$ cat src/rtl/pipe_ctrl.sv
// pipe_ctrl: pipeline stall/flush controller with a multi-cycle execute countdown.
// Optional saturating stall-cycle counter when PIPE_CTRL_STATS_EN is defined.
module pipe_ctrl #(
    parameter int MC_W = 6
) (
    input  logic            clk,
    input  logic            rst,
    input  logic            stallreq_id,
    input  logic            ex_mc_start,
    input  logic [MC_W-1:0] ex_mc_cycles,
    input  logic            flush_req,
    output logic [5:0]      stall,
    output logic            flush,
    output logic            busy,
    output logic [15:0]     stall_cnt
);
    localparam logic [1:0] RUN   = 2'd0;
    localparam logic [1:0] MC    = 2'd1;
    localparam logic [1:0] FLUSH = 2'd2;
    logic [1:0]      state, state_nx;
    logic [MC_W-1:0] cnt, cnt_nx;
    logic            mc_now;
    // Reset masks the combinational response so outputs read idle while rst is low.
    always_comb begin
        flush    = rst && (state == FLUSH || flush_req);
        mc_now   = rst && !flush && (state == MC || ex_mc_start);
        stall    = mc_now ? 6'b001111 : (rst && !flush && stallreq_id) ? 6'b000111 : 6'b000000;
        busy     = state != RUN;
        state_nx = RUN;
        cnt_nx   = '0;
        if (state == FLUSH) begin
            state_nx = RUN;
        end else if (flush_req) begin
            state_nx = FLUSH;
        end else if (state == MC) begin
            state_nx = (cnt == MC_W'(1)) ? RUN : MC;
            cnt_nx   = cnt - MC_W'(1);
        end else if (ex_mc_start && ex_mc_cycles > MC_W'(1)) begin
            state_nx = MC;
            cnt_nx   = ex_mc_cycles - MC_W'(1);
        end
    end
    always_ff @(posedge clk or negedge rst) begin
        if (!rst) begin
            state <= RUN;
            cnt   <= '0;
        end else begin
            state <= state_nx;
            cnt   <= cnt_nx;
        end
    end
`ifdef PIPE_CTRL_STATS_EN
    logic [15:0] stat_q;
    always_ff @(posedge clk or negedge rst) begin
        if (!rst)
            stat_q <= '0;
        else if (stall != 6'b000000 && stat_q != 16'hFFFF)
            stat_q <= stat_q + 16'd1;
    end
    assign stall_cnt = stat_q;
`else
    assign stall_cnt = 16'h0000;
`endif
endmodule

$ cat config.mk
export PLATFORM = sky130hd
export DESIGN_NAME = pipe_ctrl
export DESIGN_NICKNAME = d
export VERILOG_FILES = /design/src/rtl/pipe_ctrl.sv
export SDC_FILE = /design/constraint.sdc
export NUM_CORES = 1
export LEC_CHECK = 0
export CAP_MARGIN = 20
export CORE_MARGIN = 2
export CORE_UTILIZATION = 36
export CTS_BUF_LIST = sky130_fd_sc_hd__clkbuf_4 sky130_fd_sc_hd__clkbuf_8
export CTS_CLUSTER_DIAMETER = 40
export DETAILED_ROUTE_END_ITERATION = 10
export PLACE_DENSITY = 0.7
export SLEW_MARGIN = 10
export SYNTH_ARGS = -nofsm -noshare
export SYNTH_HDL_FRONTEND = slang
export SYNTH_SLANG_ARGS = --single-unit
$ cat constraint.sdc
create_clock -name clk -period 1.6 [get_ports clk]
set_input_delay 0.16 -clock clk [delete_from_list [all_inputs] [get_ports clk]]
set_output_delay 0.16 -clock clk [all_outputs]
set_load 0.02 [all_outputs]
==> summary.md <==
| Metric | Value |
|---|---|
| Status | `finished, final reports clean` |
| TritonCTS Sinks | `8` |
| Placeable core area | `0.00217 mm^2` |
| Drt pass-1 iters | `4` |
| Drt initial violations | `5` |
| Die Area | `0.00267 mm^2` |
| Routed vias | `approximately 650` |
| Final slew viol count | `0` |
| Fin area | `0.00119 mm^2` |
| Yosys cell types | `31` |
| Via density per instance | `between 4 and 5` |
| Number of remaining DRC errors | `0` |
| Top post-synthesis cells by area | `dfrtp_1, buf_4, ha_1` |
| Mapped Area | `approximately 820 um^2` |
| Max-cap viol count | `0` |
| Seq/Total Area, Yosys | `about 24%` |
| Static Leak | `around 0.55 nW` |
| Crit. Startpoint | `ex_mc_start` |
| FMAX | `0.628 GHz` |
| Worst Path Required | `~1400 ps` |
| Setup TNS | `0 ps` |
| Number of diodes | `0` |
| Post-synth top area cell | `dfrtp_1` |
| Clk pin slew, worst setup/hold paths | `50 ps` |
| GPL Wtd Cong | `between 0.7 and 0.8` |
| First-pass GRT wire length | `~2500 um` |
| Initial antenna violation count | `0` |
| Crit share post-route | `around 100%` |
| Clk_skew | `about 2.4 ps` |
| Power per Cell Area | `between 600 and 700 mW/mm^2` |
| Critical path endpoint category | `output port` |
| Die Height | `about 52 um` |
| Syn Inst Count | `between 80 and 90` |
| Post-synth top area share | `between 20 and 25%` |
| # IOs | `35` |
| Grt ovf | `0` |
| Starting density of the core | `37.7%` |
| H-tree Lvls | `1` |
| RSZ-0062 raised after global routing | `true` |
| Crit path cell chain | `clkdlybuf4s50_1 > nor2_1 > maj3_2 > nor3b_4 > buf_6` |
| Synth-to-layout area growth | `45.1%` |
| Worst vdd ir | `roughly 0.44 mV` |
| Final setup viols | `0` |
| RR Startpoint | `cnt[0]` |
| YS warnings | `0` |
| Worst hold path type | `input pin to async pin` |
| Minimum clock period | `roughly 1600 ps` |
| Post-synth EDFFs | `0` |
| Synthesized area per cell | `roughly 9.5 um^2` |
| Arrival @ worst endpoint | `1430 ps` |
| Row count | `17` |
| Final Hold Viols | `0` |
| Routed wire per std cell | `10.5 um` |
| Number of global-route vias before repair | `roughly 610` |
| Crit path max-delay family | `buffers and inverters` |
| Clk buf depth | `2` |
| Later-pin clock latency in the skew report | `roughly 250 ps` |
| Worst Path Buf+Inv | `2` |
| Pin count of the biggest net entering global routing | `11` |
| Total track usage | `13.0%` |
| Die Width | `slightly above 50 um` |
| PortBufs | `16` |
| DRT Wirelength | `approximately 1600 um` |
| Worst Path Max Fanout | `3` |
| CTS Hold Bufs | `0` |
| CTS buffer count | `3` |
| CTS tree | `done` |
| Crit path kind | `input pin to output port` |
| Share of cells above drive strength 1 | `45.4%` |
| Crit-path max cell delay | `approximately 470 ps` |
| Most frequent cells after synthesis | `buf_4, dfrtp_1, nor2_1, inv_1` |
| Critical path launch point type | `input pin` |
| Post-route ant nets | `0` |
| Placed instance area | `approximately 0.0011 mm^2` |
| HPWL Detailed | `about 1200 um` |
| Root buffer cell | `clkbuf_4` |
| Slowest library cell on the worst path | `clkdlybuf4s50_1` |
| Fin nets | `~140` |
| Top_reg_cell synth | `dfrtp_1` |
| Asr flop ratio synth | `100%` |
| Most frequent cell after synthesis | `buf_4` |
| Flops & latches, synth | `8` |
[logic make-up (layout without fill, tap and decap cells)]
family          count (synthesis)  in the layout  synth area share, %
buf+inv                        29             45                 23.1
simple gates                   25             25                 20.2
flops                           8              8                 24.5
fa+ha+maj                       7              7                 10.2
compound gates                  7              7                 11.5
xor+xnor                        7              7                 7.49
mux                             2              2                 2.60
other cells                     1             18                0.458
[placed cells by master, fill, tap and decap left out, drive strengths merged]
master / synthesis / layout
nor2: 7 / 7
buf: 23 / 24
clkdlybuf4s50: 0 / 7
xor2: 3 / 3
or3: 2 / 2
o21ai: 1 / 1
dfrtp: 8 / 8
inv: 6 / 6
clkbuf: 0 / 4
nor3b: 2 / 2
nor2b: 1 / 1
nor3: 6 / 6
and3b: 1 / 1
conb: 1 / 18
xnor2: 4 / 4
nand2: 3 / 3
maj3: 3 / 3
dlymetal6s2s: 0 / 2
mux2: 1 / 1
or4: 1 / 1
nor4: 1 / 1
o31a: 1 / 1
ha: 4 / 4
nor4bb: 1 / 1
dlygate4sd2: 0 / 2
a2111oi: 4 / 4
o21a: 1 / 1
mux2i: 1 / 1
[routing by layer]
| metal | vias to the layer above | share of wire [%] | GRT usage, % | wire (um) |
|---|---|---|---|---|
| met4 | 0 | 0 | 2.63 | 0 |
| li1 | 320 | - | - | - |
| met1 | 306 | 39 | 13.5 | 600 |
| met5 | - | 0 | 0 | 0 |
| met3 | 0 | 7.2 | 6.32 | 111 |
| met2 | 22 | 54 | 23.5 | 838 |
[timing repair]
| item | 4_1_cts | 5_1_grt |
|---|---|---|
| setup endpoints to repair | 12 | 12 |
| pin swaps | 7 | 8 |
| endpoints found under the hold margin | 0 | 0 |
| setup buffers | 0 | 1 |
| gates resized for setup | 32 | 19 |
| cloned | 0 | 0 |
[power breakdown]
group	switching (W)	internal (W)	total (W)	leakage (nW)
Combinational	0.000171	0.000164	0.000335	0.429
Sequential	0.0000169	0.000217	0.000234	0.107
Clock	0.0000614	0.0000853	0.000147	0.0138
Total	0.000249	0.000466	0.000716	0.549
[registers in the layout, indices dropped and copies added (netlist names)]
signal  cells
cnt         6
state       2
[layout make-up]
cell class | count | area [um^2]
inverters | 6 | 22.5
clock buffers | 3 | 22.5
well taps | 28 | 35.0
repair buffers | 36 | 320
flip-flops and latches | 8 | 200
fillers | 200 | 982
multi-input cells | 66 | 587
[through the flow]
step / hold WS, ps / cells / worst slack (ps) / util, % / power, W
floorplan: -136 / 103 / 31.1 / - / 0.000445
global placement: 539 / 143 / -445 / 48.8 / 0.000522
detailed placement: 554 / 143 / -469 / 48.8 / 0.000526
CTS: 289 / 146 / -0.619 / 51.6 / 0.000691
global route: 311 / 147 / -63.1 / 54.7 / 0.000772
finish: 306 / 147 / 7.43 / 54.7 / 0.000716
[final timing paths]
path,endpoint,slack [ps],depth (start not counted)
max in group asynchronous,cnt[3],1170,2
worst max register to register,cnt[4],80,6
min in group clk,cnt[0],380,3
worst min-delay path,state[0],310,2
worst min register to register,state[0],680,3
worst max-delay path,stall[2],7,5
Note: power is estimated with default switching activity, not from simulation.
